[src/rtl/sync_bus_qualifier.sv]
// sync_bus_qualifier
// Brings a multi-bit bus from an asynchronous source into the clk_i domain
// through a two-flop synchronizer. A new value is accepted only after it
// has been seen unchanged at the synchronizer output for STABLE_CYCLES
// consecutive samples. Accepted updates and rejected (unstable)
// transitions are counted with saturating counters.
//
// Parameters:
//   WIDTH         bus width in bits
//   STABLE_CYCLES identical synchronized samples needed to accept (2..255)
//   CNT_W         width of the update and glitch counters
//
// Ports:
//   clk_i        system clock
//   rst_i        synchronous reset, active-high
//   sig_i        asynchronous bus input
//   enable_i     qualification enable
//   clr_cnt_i    synchronous clear of both counters (wins over an increment)
//   data_o       last accepted value
//   valid_o      one-cycle pulse in the cycle data_o updates
//   busy_o       high while a candidate value is being qualified
//   upd_cnt_o    accepted updates, saturating
//   glitch_cnt_o rejected transitions, saturating
module sync_bus_qualifier #(
    parameter int WIDTH         = 32,
    parameter int STABLE_CYCLES = 4,
    parameter int CNT_W         = 16
) (
    input  logic             clk_i,
    input  logic             rst_i,
    input  logic [WIDTH-1:0] sig_i,
    input  logic             enable_i,
    input  logic             clr_cnt_i,
    output logic [WIDTH-1:0] data_o,
    output logic             valid_o,
    output logic             busy_o,
    output logic [CNT_W-1:0] upd_cnt_o,
    output logic [CNT_W-1:0] glitch_cnt_o
);

    typedef enum logic [0:0] {
        ST_IDLE  = 1'b0,
        ST_CHECK = 1'b1
    } state_t;

    // stab_cnt counts samples already matching the candidate, so the
    // commit fires when the sample that would make it STABLE_CYCLES arrives.
    localparam logic [7:0] STAB_LAST = 8'(STABLE_CYCLES - 1);

    (* ASYNC_REG = "TRUE" *) logic [WIDTH-1:0] s1_r;
    (* ASYNC_REG = "TRUE" *) logic [WIDTH-1:0] s_r;

    state_t           state_r;
    state_t           state_s;
    logic [WIDTH-1:0] cand_r;
    logic [WIDTH-1:0] cand_s;
    logic [7:0]       stab_cnt_r;
    logic [7:0]       stab_cnt_s;
    logic [WIDTH-1:0] data_r;
    logic             valid_r;
    logic             busy_r;
    logic [CNT_W-1:0] upd_cnt_r;
    logic [CNT_W-1:0] glitch_cnt_r;
    logic             commit_s;
    logic             glitch_s;

    // Saturating increment: holds at all-ones instead of wrapping.
    function automatic logic [CNT_W-1:0] sat_inc(input logic [CNT_W-1:0] v);
        logic [CNT_W-1:0] r;
        if (&v) begin
            r = v;
        end else begin
            r = v + {{(CNT_W-1){1'b0}}, 1'b1};
        end
        return r;
    endfunction

    // Two-flop synchronizer; keeps running regardless of enable_i.
    always_ff @(posedge clk_i) begin
        if (rst_i) begin
            s1_r <= {WIDTH{1'b0}};
            s_r  <= {WIDTH{1'b0}};
        end else begin
            s1_r <= sig_i;
            s_r  <= s1_r;
        end
    end

    // Next-state logic for the qualification FSM, priority ordered in CHECK.
    always_comb begin
        state_s    = state_r;
        cand_s     = cand_r;
        stab_cnt_s = stab_cnt_r;
        commit_s   = 1'b0;
        glitch_s   = 1'b0;
        case (state_r)
            ST_IDLE: begin
                if (enable_i && (s_r != data_r)) begin
                    state_s    = ST_CHECK;
                    cand_s     = s_r;
                    stab_cnt_s = 8'd1;
                end else begin
                    state_s = ST_IDLE;
                end
            end
            ST_CHECK: begin
                if (!enable_i) begin
                    state_s = ST_IDLE;
                end else if ((s_r == cand_r) && (stab_cnt_r == STAB_LAST)) begin
                    commit_s = 1'b1;
                    state_s  = ST_IDLE;
                end else if (s_r == cand_r) begin
                    stab_cnt_s = stab_cnt_r + 8'd1;
                end else if (s_r == data_r) begin
                    // Bus fell back to the value already accepted.
                    glitch_s = 1'b1;
                    state_s  = ST_IDLE;
                end else begin
                    // Bus moved on to yet another value: restart on it.
                    glitch_s   = 1'b1;
                    cand_s     = s_r;
                    stab_cnt_s = 8'd1;
                end
            end
            default: begin
                state_s = ST_IDLE;
            end
        endcase
    end

    // FSM state, candidate tracking and registered outputs.
    always_ff @(posedge clk_i) begin
        if (rst_i) begin
            state_r    <= ST_IDLE;
            cand_r     <= {WIDTH{1'b0}};
            stab_cnt_r <= 8'd0;
            data_r     <= {WIDTH{1'b0}};
            valid_r    <= 1'b0;
            busy_r     <= 1'b0;
        end else begin
            state_r    <= state_s;
            cand_r     <= cand_s;
            stab_cnt_r <= stab_cnt_s;
            valid_r    <= commit_s;
            busy_r     <= (state_s == ST_CHECK);
            if (commit_s) begin
                data_r <= cand_r;
            end else begin
                data_r <= data_r;
            end
        end
    end

    // Saturating event counters; a clear overrides a coincident increment.
    always_ff @(posedge clk_i) begin
        if (rst_i) begin
            upd_cnt_r    <= {CNT_W{1'b0}};
            glitch_cnt_r <= {CNT_W{1'b0}};
        end else if (clr_cnt_i) begin
            upd_cnt_r    <= {CNT_W{1'b0}};
            glitch_cnt_r <= {CNT_W{1'b0}};
        end else begin
            if (commit_s) begin
                upd_cnt_r <= sat_inc(upd_cnt_r);
            end else begin
                upd_cnt_r <= upd_cnt_r;
            end
            if (glitch_s) begin
                glitch_cnt_r <= sat_inc(glitch_cnt_r);
            end else begin
                glitch_cnt_r <= glitch_cnt_r;
            end
        end
    end

    assign data_o       = data_r;
    assign valid_o      = valid_r;
    assign busy_o       = busy_r;
    assign upd_cnt_o    = upd_cnt_r;
    assign glitch_cnt_o = glitch_cnt_r;

endmodule

[config.mk]
export PLATFORM = sky130hd
export DESIGN_NAME = sync_bus_qualifier
export DESIGN_NICKNAME = d
export VERILOG_FILES = /design/src/rtl/sync_bus_qualifier.sv
export SDC_FILE = /design/constraint.sdc
export NUM_CORES = 1
export LEC_CHECK = 0
export ABC_AREA = 1
export BUFFER_PORTS_ARGS = -buffer_cell sky130_fd_sc_hd__buf_2
export CAP_MARGIN = 25
export CORE_MARGIN = 2
export CORE_UTILIZATION = 45
export DETAILED_ROUTE_END_ITERATION = 8
export GPL_ROUTABILITY_DRIVEN = 0
export GPL_TIMING_DRIVEN = 0
export PLACE_DENSITY = 0.65
export SLEW_MARGIN = 20
export SYNTH_ARGS = -nofsm -noshare
export SYNTH_HDL_FRONTEND = slang
export SYNTH_SLANG_ARGS = --single-unit
[constraint.sdc]
create_clock -name clk_i -period 2.9 [get_ports clk_i]
set_clock_uncertainty 0.15 [all_clocks]
set_input_delay 0.725 -clock clk_i [delete_from_list [all_inputs] [get_ports clk_i]]
set_output_delay 0.725 -clock clk_i [all_outputs]
set_load 0.02 [all_outputs]
-- Word-level counts from Yosys, hierarchy flattened
Index checks and enable logic that the tools add are counted.
- shifts and indexed selects: 0
- reductions and logical operators: 9
- equality and inequality tests: 10
- div/mod/pow operators: 0
- multipliers: 0
- muxes and demuxes: 25
- bitwise operators: 3
- add/sub/neg operators: 3
- $lt $le $gt $ge: 0
- operators with widths (cell ; count):
    $mux W32 ; 5
    $eq A32 B32 Y1 ; 2
    $pmux W32 S2 ; 1
    $mux W8 ; 5
    $add A16 B1 Y16 const B ; 2
    $ne A32 B32 Y1 ; 1
    $reduce_and A16 Y1 ; 2
    $pmux W8 S2 ; 1
    $mux W1 ; 12
    $ne A2 B2 Y1 const B ; 5
    $add A8 B1 Y8 const B ; 1
    $eq A8 B2 Y1 const B ; 1
    $reduce_and A5 Y1 ; 1
    $reduce_and A2 Y1 ; 2
    $reduce_and A4 Y1 ; 1
    $ne A3 B3 Y1 const B ; 1
    $not A1 Y1 ; 3
    $logic_and A1 B1 Y1 ; 2
    $pmux W1 S2 ; 1
    $reduce_or A2 Y1 ; 1
- output and inout port bits: 66
- bits in read-only memories: 0
- latch bits: 0
- bits in writable memories: 0
- memories kept: 0
- bits in registers: 170
- word-level logic and storage cells: 59
- input bits: 36

-- Logic depth before layout (Yosys ltp)
Gate-level depths: netlist of run 1.
- depth after elaboration: 6
- mapped depth: 15
- gate-level depth less buffers: 14

-- Least setup slack after synthesis of run 1
Ideal clock, no wire load.
- path type: flip-flop to flip-flop
- start point: reg glitch_cnt_r[0], in the netlist glitch_cnt_o[0]
- end point: reg glitch_cnt_r[10], in the netlist glitch_cnt_o[10]
- required time: 2618 ps
- stages on the path, launching flop included: 10
- path slack: 857 ps
- arrival time: 1761 ps
- path buffers: 1
- library setup time: 132 ps
- period minus slack after synthesis: 2043 ps
- cell sequence: dfxtp_1 ha_1 nand2_1 nor3_2 nand2_1 nor2_2 nand2_2 clkbuf_1 nand3_1 a21oi_1
- word-level cells in the longest chain between the ends: 3
- elaborated cells between the ends (all ways): 4
- those cells by class: 1 x add/sub; 1 x bitwise; 2 x reduce/logical
- RTL lines (what ; line ; RTL):
    start, declared ; 63 ; logic [CNT_W-1:0] glitch_cnt_r;
    start signal, assigned ; 158 ; glitch_cnt_r <= {CNT_W{1'b0}};
    start signal, assigned ; 161 ; glitch_cnt_r <= {CNT_W{1'b0}};
    start signal, assigned ; 169 ; glitch_cnt_r <= sat_inc(glitch_cnt_r);
    parallel branches: the longest is 3 deep, another holds $add A16 B1 Y16 ; n/a ;
Several ways; the timed one is not identified.
A chain may end at the register's enable or synchronous reset.

-- Worst setup path in the final report of run 1
- start point: reg stab_cnt_r[0]
- end point: reg data_r[27], in the netlist data_o[27]
- word-level cells in the longest chain between the ends: 5
- RTL lines (what ; line ; RTL):
    start, declared ; 57 ; logic [7:0] stab_cnt_r;
    start signal, assigned ; 143 ; stab_cnt_r <= stab_cnt_s;
    $eq A8 B2 Y1 ; 109 ; end else if ((s_r == cand_r) && (stab_cnt_r == STAB_LAST)) begin
    $logic_and A1 B1 Y1 ; 109 ;
    $mux W1 ; 109 ;
    $mux W1 ; 107 ; if (!enable_i) begin
    $mux W1 ; 96 ; case (state_r)
    end signal, assigned ; 137 ; data_r <= {WIDTH{1'b0}};
    end signal, assigned ; 147 ; data_r <= cand_r;
    end signal, assigned ; 149 ; data_r <= data_r;
    end, declared ; 59 ; logic [WIDTH-1:0] data_r;
No other way between the ends.

==> impl_metrics.csv, run 1 <==
group,metric,value,unit
clock_network,holdBufCountCts,0,
sta,tightest_slew,697,ps
route,dr.max_layer_used,"met4",
sta,tns,0,ps
critical_path,path_class,"flip-flop to flip-flop",
floorplan,die_h,132,um
clock_network,cts_tree,"done",
critical_path,critical_path.startpoint_type,"flip-flop",
critical_path,rr_endpoint,"data_o[27]",
clock_network,cts_num_sinks,170,
clock_network,clk_latency,440,ps
synth,yosysSeqAreaShare,0.463,
power,power_density,588,nW/um2
critical_path,timing.rr.start,"stab_cnt_r[0]",
synth,syn-num-nets,1087,
grt,grt_usage,0.205,
sta,relSlewSlack,0.535,
floorplan,dieArea,17400,um2
synth,synth_edf_count,0,
grt,antenna_found_initial,0,
grt,first_global_vias,5953,
floorplan,fp-row-count,46,
finish,n_antenna_cell,0,
clock_network,ctsResizeCount,0,
status,run_status,"finished clean",
synth,synth_simple_gate_area_frac,0.281,
grt,grt_max_degree,17,
sta,setup_violations,0,
sta,finalCritPeriodShare,0.824,
sta,holdWs,250,ps
synth,synth_top_family_by_area,"simple AND/OR/NAND/NOR gates",
synth,synth_flop_cell,"dfxtp_1",
finish,fin_nets,1206,
placement,numPortBuffers,100,
clock_network,cts_setup_buffers,0,
route,dr_wl_met2,7490,um
critical_path,critPathArrivalTime,2560,ps
finish,drive_gt1_frac,0.140,
route,wl_met1,8160,um
sta,period_minus_slack,2390,ps
power,p_sw_frac,0.229,
grt,overflow,0,
route,final_antenna_net_count,0,
route,drc_errors,0,
floorplan,core_area,15900,um2
clock_network,cts_max_path_buffers,2,
power,p_int,3.95,mW
route,wl,17000,um
floorplan,ioPinCount,102,
route,firstDrtPassIters,5,
hold_path,holdPathStages,2,
synth,synth_xor_area_frac,0.0537,
critical_path,rr_worst_depth,9,
synth,syn_area,7340,um2
power,p_leak,4.09,nW
route,wl_per_cell,12.2,um
power,p_sw,1.17,mW
hold_path,worst_hold_path.endpoint,"s_r[12]",
clock_network,cts_made_buffers,17,
power,ir_worst_vdd,0.431,mV
clock_network,cts-root-buf,"clkbuf_16",
sta,final_max_slew_viol_count,0,
hold_path,hold_class,"flip-flop to flip-flop",
synth,yosys_warnings,0,
route,wl_met3,972,um
critical_path,required,3070,ps
run,cap_violations,0,
synth,avgSynthCellArea,7.01,um2
finish,area_delta_synth_final,18.5,%
synth,synth_adder_area_share,0.00511,
floorplan,die_w,132,um
hold_path,min_from,"s1_r[12]",
synth,yosys.cell_types.count,31,
placement,hpwl,12500,um
clock_network,cts_max_level,4,
critical_path,r2r_slack,510,ps
sta,hold_viol,0,
synth,synth-compound-area-share,0.0915,
floorplan,start_util,0.461,
route,viasPerCell,4.65,
critical_path,cp-end-kind,"flip-flop",
clock_network,clk_pin_slew,60,ps
route,drt_iter0_drc,326,
power,clkPwrFrac,0.447,
grt,grt_pass1_wl,28900,um
synth,postSynthCellCount,1048,
synth,ys_seq_elements,170,
sta,fmax,0.418,GHz
critical_path,worst-path-max-fanout,10,
route,dr_total_vias,6483,
synth,synthMuxAreaShare,0,
power,combPwrFrac,0.069,
sta,rsz0062_at_grt,"false",
power,p_seq_frac,0.484,
synth,async_flop_share,0,
## metrics by stage
stage	cells	utilization	instance area, um2	power (mW)	worst slack [ps]
2_1_floorplan	1048	-	7340	2.77	857
3_3_place_gp	1364	0.509	8110	2.87	317
3_5_place_dp	1364	0.509	8110	2.88	318
4_1_cts	1395	0.546	8700	5.17	543
5_1_grt	1395	0.546	8700	5.34	345
6_report	1395	0.546	8700	5.12	510
## cells in the mapped netlist (14+ instances only)
library cell / number / area share
a21oi_1: 47 / 0.032
o21ai_0: 55 / 0.037
nand2_1: 205 / 0.10
nand4_1: 16 / 0.014
buf_2: 14 / 0.0095
xnor2_1: 27 / 0.032
dfxtp_1: 170 / 0.46
inv_1: 148 / 0.076
clkbuf_1: 19 / 0.0097
nor2_1: 230 / 0.12
xor2_1: 18 / 0.021
nand3_1: 30 / 0.020
## how the worst max path moves through the flow
| stage | start | to | slack (ps) | depth (start not counted) |
|---|---|---|---|---|
| finish | stab_cnt_r[0] | data_o[27] | 510 | 9 |
| global route | s_r[15] | data_o[27] | 350 | 11 |
| CTS | stab_cnt_r[0] | data_o[27] | 540 | 9 |
| detailed placement | rst_i | s1_r[17] | 320 | 4 |
| global placement | rst_i | s1_r[11] | 320 | 4 |
| floorplan | glitch_cnt_o[0] | glitch_cnt_o[10] | 860 | 9 |
## sequential cells by signal, summed over array words and instances (netlist names)
signal / cells
glitch_cnt_o: 16
valid_o: 1
data_o: 32
s1_r: 32
stab_cnt_r: 8
s_r: 32
upd_cnt_o: 16
busy_o: 1
cand_r: 32
## cells by family (layout without fill, tap and decap cells)
family / after synthesis / in the layout
and+or+nand+nor: 507 / 507
buffers and inverters: 193 / 324
DFF: 170 / 170
AOI/OAI and AO/OA: 130 / 130
xor gates and xnor gates: 45 / 45
adders and majority gates: 3 / 3
## power by group through the flow
stage / clock (mW) / sequential [mW] / combinational [mW]
3_3_place_gp: 0 / 2.52 / 0.350
5_1_grt: 2.44 / 2.48 / 0.412
2_1_floorplan: 0 / 2.51 / 0.256
6_report: 2.29 / 2.48 / 0.353
3_5_place_dp: 0 / 2.53 / 0.356
4_1_cts: 2.34 / 2.47 / 0.358
## critical path, stage by stage (launching register included)
cell and delay [ps]:
dfxtp_1 370, ha_1 240, nand3_1 90, nor4_1 360, nand3_2 180, nor2_4 240, inv_2 110, buf_2 210
o21ai_0 250, a21oi_1 60
## layout make-up
| class | count | area (um2) |
|---|---|---|
| inverters | 155 | 582 |
| clock inverters | 7 | 116 |
| plain buffers | 38 | 190 |
| flip-flops and latches | 170 | 3400 |
| clock buffers | 24 | 472 |
| fillers | 1591 | 7240 |
| multi-input cells | 685 | 3170 |
| well taps | 216 | 270 |
| repair buffers | 100 | 500 |
## layer usage
metal / up-vias / track usage
met5: - / 0
met4: 0 / 0.0809
met3: 29 / 0.0581
met2: 122 / 0.319
met1: 2871 / 0.270
li1: 3461 / -
## cell usage in the layout, fill, tap and decap left out, types with 16 or more instances in the layout
cell	Yosys	routed
inv_1	148	148
clkbuf_16	0	17
buf_2	14	114
xnor2_1	27	27
dfxtp_1	170	170
o21ai_0	55	55
nor2_1	230	230
nand3_1	30	30
a21oi_1	47	47
nand2_1	205	205
clkbuf_1	19	24
xor2_1	18	18
nand4_1	16	16
(Power assumes the default switching activity.)
==> inputs of run 2 (changes only) <==
Settings changed: ABC_AREA 1 to 0.
Clock period 2.9 ns to 2.5 ns, I/O delays scaled along.
==> impl_metrics.csv, run 2 <==
group,metric,value,unit
status,run_status,"finished clean",
floorplan,start_util,0.460,
synth,avgSynthCellArea,8.84,um2
synth,async_flop_share,0,
hold_path,hold_class,"primary input to flip-flop",
synth,yosys.cell_types.count,46,
floorplan,fp-row-count,45,
critical_path,cp-end-kind,"flip-flop",
clock_network,clk_pin_slew,70,ps
grt,grt_pass1_wl,28800,um
route,wl_per_cell,16.3,um
finish,drive_gt1_frac,0.208,
finish,layout_commonest_cell,"dfxtp_1",
synth,synthTopCellsByArea,"dfxtp_1 (49%), xor2_1 (8.1%), nor2b_1 (5.9%), a21oi_1 (5.8%), nand2_1 (5.3%)",
power,p_leak,3.66,nW
route,drt_iter0_drc,361,
clock_network,cts_max_path_buffers,2,
clock_network,cts_tree,"done",
sta,rsz0062_at_grt,"true",
synth,synth_largest_area_cell,"dfxtp_1",
synth,syn_area,6960,um2
critical_path,critical-path-top-delay-family,"simple AND/OR/NAND/NOR gates",
sta,final_max_slew_viol_count,0,
sta,finalCritPeriodShare,0.970,
synth,postSynthCellCount,787,
placement,hpwl,12900,um
clock_network,cts_made_buffers,17,
finish,area_delta_synth_final,22.4,%
power,power_density,662,nW/um2
grt,grt_usage,0.226,
floorplan,core_area,15100,um2
synth,synthMostInstantiatedCell,"dfxtp_1",
sta,relSlewSlack,0.482,
synth,yosys.area.top_type_share,0.489,
critical_path,required,2720,ps
synth,synth_adder_area_share,0.00539,
finish,fin_nets,953,
sta,tightest_slew,778,ps
floorplan,die_w,128,um
clock_network,cts_max_level,4,
power,p_sw_frac,0.253,
synth,synth_xor_area_frac,0.0805,
synth,synth_simple_gate_area_frac,0.242,
route,viasPerCell,5.41,
synth,synth-compound-area-share,0.141,
route,firstDrtPassIters,5,
synth,synth_common_cells,"dfxtp_1 (170), nand2_1 (98), a21oi_1 (81)",
grt,antenna_found_initial,0,
power,p_sw,1.43,mW
route,final_antenna_net_count,0,
floorplan,die_h,128,um
critical_path,critPathArrivalTime,2640,ps
power,ir_worst_vdd,0.486,mV
placement,numPortBuffers,101,
floorplan,dieArea,16500,um2
sta,hold_viol,0,
critical_path,crit_chain,"ha_4, or4b_4, nor4_4, and3_4, buf_4, nand3_2, or4_4, a21oi_2",
floorplan,ioPinCount,102,
grt,first_global_vias,5519,
synth,yosys_warnings,0,
sta,setup_violations,0,
power,p_seq_frac,0.499,
critical_path,cp_num_buf_inv,1,
clock_network,holdBufCountCts,0,
grt,grt_max_degree,18,
power,combPwrFrac,0.055,
synth,yosysSeqAreaShare,0.489,
finish,stdcell_count,1115,
finish,final_cell_mix,"dfxtp_1 (168), buf_2 (105), nand2_1 (98), a21oi_1 (79), nor2b_1 (66)",
clock_network,cts-root-buf,"clkbuf_16",
synth,synth_flop_cell,"dfxtp_1",
route,drc_errors,0,
synth,synth_top_family_by_area,"simple AND/OR/NAND/NOR gates",
sta,fmax,0.413,GHz
route,dr_total_vias,6033,
critical_path,critical_path.startpoint_type,"flip-flop",
synth,ys_seq_elements,170,
synth,synth_edf_count,0,
run,cap_violations,0,
critical_path,r2r_slack,80,ps
power,clkPwrFrac,0.446,
finish,n_antenna_cell,0,
critical_path,max_stage_delay,500,ps
critical_path,worst-path-max-fanout,3,
synth,syn-num-nets,826,
critical_path,path_class,"flip-flop to flip-flop",
sta,period_minus_slack,2420,ps
clock_network,cts_num_sinks,170,
sta,tns,0,ps
critical_path,cpMaxStageDelayCell,"or4_4",
route,wl,18200,um
power,power.total,5.64,mW
grt,overflow,0,
synth,synthMuxAreaShare,0.0101,
power,p_int,4.21,mW
placement,dp_cells,1076,
clock_network,clk_latency,440,ps
## run 2: power groups by stage
stage,sequential [mW],clock (mW),combinational [mW]
final,2.82,2.52,0.309
after global placement,2.88,0,0.285
after global routing,2.82,2.67,0.339
after floorplan,2.87,0,0.182
after detailed placement,2.88,0,0.288
after CTS,2.81,2.54,0.301
## run 2: logic make-up after synthesis
group,Yosys count
simple gates,319
flops,170
compound gates,169
xor+xnor,64
buf+inv,55
mux,7
fa+ha+maj,3
## run 2: worst paths after layout
path,startpoint,endpoint,cells after the start
worst min-delay path,sig_i[27],s1_r[27],2
worst max register to register,stab_cnt_r[1],upd_cnt_o[4],8
worst min register to register,s1_r[5],s_r[5],1
worst max-delay path,stab_cnt_r[1],upd_cnt_o[4],8
## run 2: final cells by class
type                            instances  area, um2
Multi-Input combinational cell        562       3460
Timing Repair Buffer                  111        581
Fill cell                            1403       6630
Clock buffer                           19        433
Sequential cell                       170       3410
Inverter                                4       15.0
Clock inverter                         13        124
Tap cell                              188        235
Buffer                                 48        262
## run 2: worst reg2reg max path, delay by kind of cell (launching register included)
| kind | cells | cell delay [ps] |
|---|---|---|
| AO/OA/AOI/OAI | 1 | 120 |
| adder cells (fa/ha/maj) | 1 | 140 |
| buffers and inverters | 1 | 100 |
| flip-flops | 1 | 360 |
| AND/OR/NAND/NOR | 5 | 1500 |
## run 2: per-stage QoR
stage | hold slack, ps | utilization | setup slack [ps] | area, um2
5_1_grt | 241 | 0.562 | -17.3 | 8520
6_report | 243 | 0.562 | 75.8 | 8520
4_1_cts | 236 | 0.559 | -58.5 | 8470
2_1_floorplan | 264 | - | 157 | 6960
3_3_place_gp | 265 | 0.508 | -379 | 7700
3_5_place_dp | 270 | 0.508 | -393 | 7700
## run 2: metal layers
layer,GRT usage,part of all wire
met5,0,0
met4,0.107,0.032
met3,0.0486,0.054
met2,0.346,0.45
met1,0.304,0.46
## run 2: timing repair
action	CTS	global route
pin swaps	7	7
resized for setup	37	27
cloned	0	0
endpoints found under the setup margin	100	98
buffers inserted	11	0
==> inputs of run 3 (changes only) <==
Settings changed: CORE_MARGIN 2 to 5, CTS_BUF_LIST set to sky130_fd_sc_hd__clkbuf_16.
==> impl_metrics.csv, run 3 (synthesis gave the netlist of run 2 again) <==
group,metric,value,unit
critical_path,critical_path.startpoint_type,"flip-flop",
run,cap_violations,0,
critical_path,timing.rr.start,"stab_cnt_r[1]",
finish,area_delta_synth_final,22.3,%
hold_path,min_from,"sig_i[15]",
clock_network,cts_made_buffers,17,
floorplan,die_h,134,um
floorplan,ioPinCount,102,
route,final_antenna_net_count,0,
grt,grt_pass1_wl,29600,um
route,drt_iter0_drc,545,
floorplan,start_util,0.458,
grt,first_global_vias,5626,
critical_path,required,2680,ps
critical_path,cp-end-kind,"flip-flop",
grt,grt_usage,0.208,
sta,finalCritPeriodShare,0.951,
clock_network,cts-root-buf,"clkbuf_16",
sta,relSlewSlack,0.545,
route,drc_errors,0,
sta,fmax,0.421,GHz
finish,final_cell_mix,"dfxtp_1 (167), buf_2 (102), nand2_1 (98), a21oi_1 (80), nor2b_1 (66)",
sta,hold_viol,0,
status,run_status,"finished clean",
finish,layout_commonest_cell,"dfxtp_1",
floorplan,die_w,134,um
finish,n_antenna_cell,0,
clock_network,cts_num_sinks,170,
placement,pre_cts_slack,-335,ps
route,dr_total_vias,6129,
finish,stdcell_count,1114,
placement,dpl-instance-area,7700,um2
route,viasPerCell,5.50,
finish,stdcell_area,8510,um2
clock_network,cts_tree,"done",
clock_network,clk_latency,430,ps
floorplan,dieArea,18100,um2
route,wl,18800,um
sta,setup_violations,0,
route,wl_per_cell,16.9,um
sta,tns,0,ps
power,power_density,654,nW/um2
placement,hpwl,13200,um
hold_path,hold_class,"primary input to flip-flop",
sta,tightest_slew,682,ps
critical_path,worst-path-max-fanout,8,
critical_path,critPathArrivalTime,2560,ps
clock_network,clk_pin_slew,70,ps
hold_path,holdPathStages,2,
placement,numPortBuffers,101,
finish,fin_util,0.560,
grt,antenna_found_initial,0,
grt,grt_max_degree,17,
power,p_leak,3.66,nW
floorplan,core_area,15200,um2
clock_network,holdBufCountCts,0,
critical_path,rr_worst_depth,9,
finish,fin_nets,953,
route,firstDrtPassIters,5,
sta,final_max_slew_viol_count,0,
clock_network,cts_max_level,4,
placement,dp_cells,1076,
floorplan,fp-row-count,45,
sta,period_minus_slack,2380,ps
grt,overflow,0,
critical_path,worstSetupStartpoint,"stab_cnt_r[1]",
power,ir_worst_vdd,0.530,mV
clock_network,cts_max_path_buffers,2,
sta,holdWs,247,ps
power,power.total,5.56,mW
finish,drive_gt1_frac,0.208,
sta,setup_ws,123,ps
critical_path,path_class,"flip-flop to flip-flop",
## run 3: changes by cell type in the layout (fill, tap and decap cells not counted), moves of 3 or more
| cell | previous run | this run |
|---|---|---|
| clkinv_4 | 4 | 0 |
| clkinvlp_4 | 0 | 4 |
| inv_8 | 4 | 0 |
| buf_2 | 105 | 102 |
| clkinv_2 | 0 | 3 |
## run 3: layout make-up
| cell class | instances | area (um2) |
|---|---|---|
| multi-input cells | 562 | 3470 |
| inverters | 4 | 15.0 |
| flip-flops and latches | 170 | 3410 |
| well taps | 188 | 235 |
| clock inverters | 14 | 114 |
| repair buffers | 110 | 577 |
| plain buffers | 49 | 273 |
| fillers | 1408 | 6690 |
| clock buffers | 17 | 425 |
## run 3: path summary, 6_finish.rpt
check,end,slack (ps)
hold reg to reg,s_r[9],280
hold / removal,s1_r[15],250
setup / recovery,upd_cnt_o[5],120
setup reg to reg,upd_cnt_o[5],120
## run 3: critical path: stages (launching register included)
cell and delay [ps]:
dfxtp_2 350, ha_4 140, or4b_4 470, nor4_4 180, and3_4 240, and3_4 190, buf_8 140, buf_6 120
a31oi_1 70, a41o_1 220
## run 3: timing repair
item / 4_1_cts / 5_1_grt
endpoints found under the hold margin: 0 / 0
cloned: 1 / 0
pin swaps: 5 / 6
setup endpoints to repair: 100 / 97
resized for setup: 43 / 22
buffers inserted: 7 / 1
## run 3: per-layer routing
| metal | share of wire | global-route usage | wire [um] | vias up |
|---|---|---|---|---|
| met5 | 0 | 0 | 0 | - |
| met4 | 0.018 | 0.0696 | 338 | 0 |
| met3 | 0.068 | 0.0465 | 1270 | 28 |
| met2 | 0.46 | 0.319 | 8590 | 232 |
| met1 | 0.46 | 0.289 | 8590 | 2863 |
| li1 | - | - | - | 3006 |
## run 3: where the power goes
part,total (mW),switching (mW),internal [mW]
combinational,0.316,0.191,0.125
sequential,2.82,0.0464,2.77
clock,2.43,1.15,1.28
total,5.56,1.38,4.18
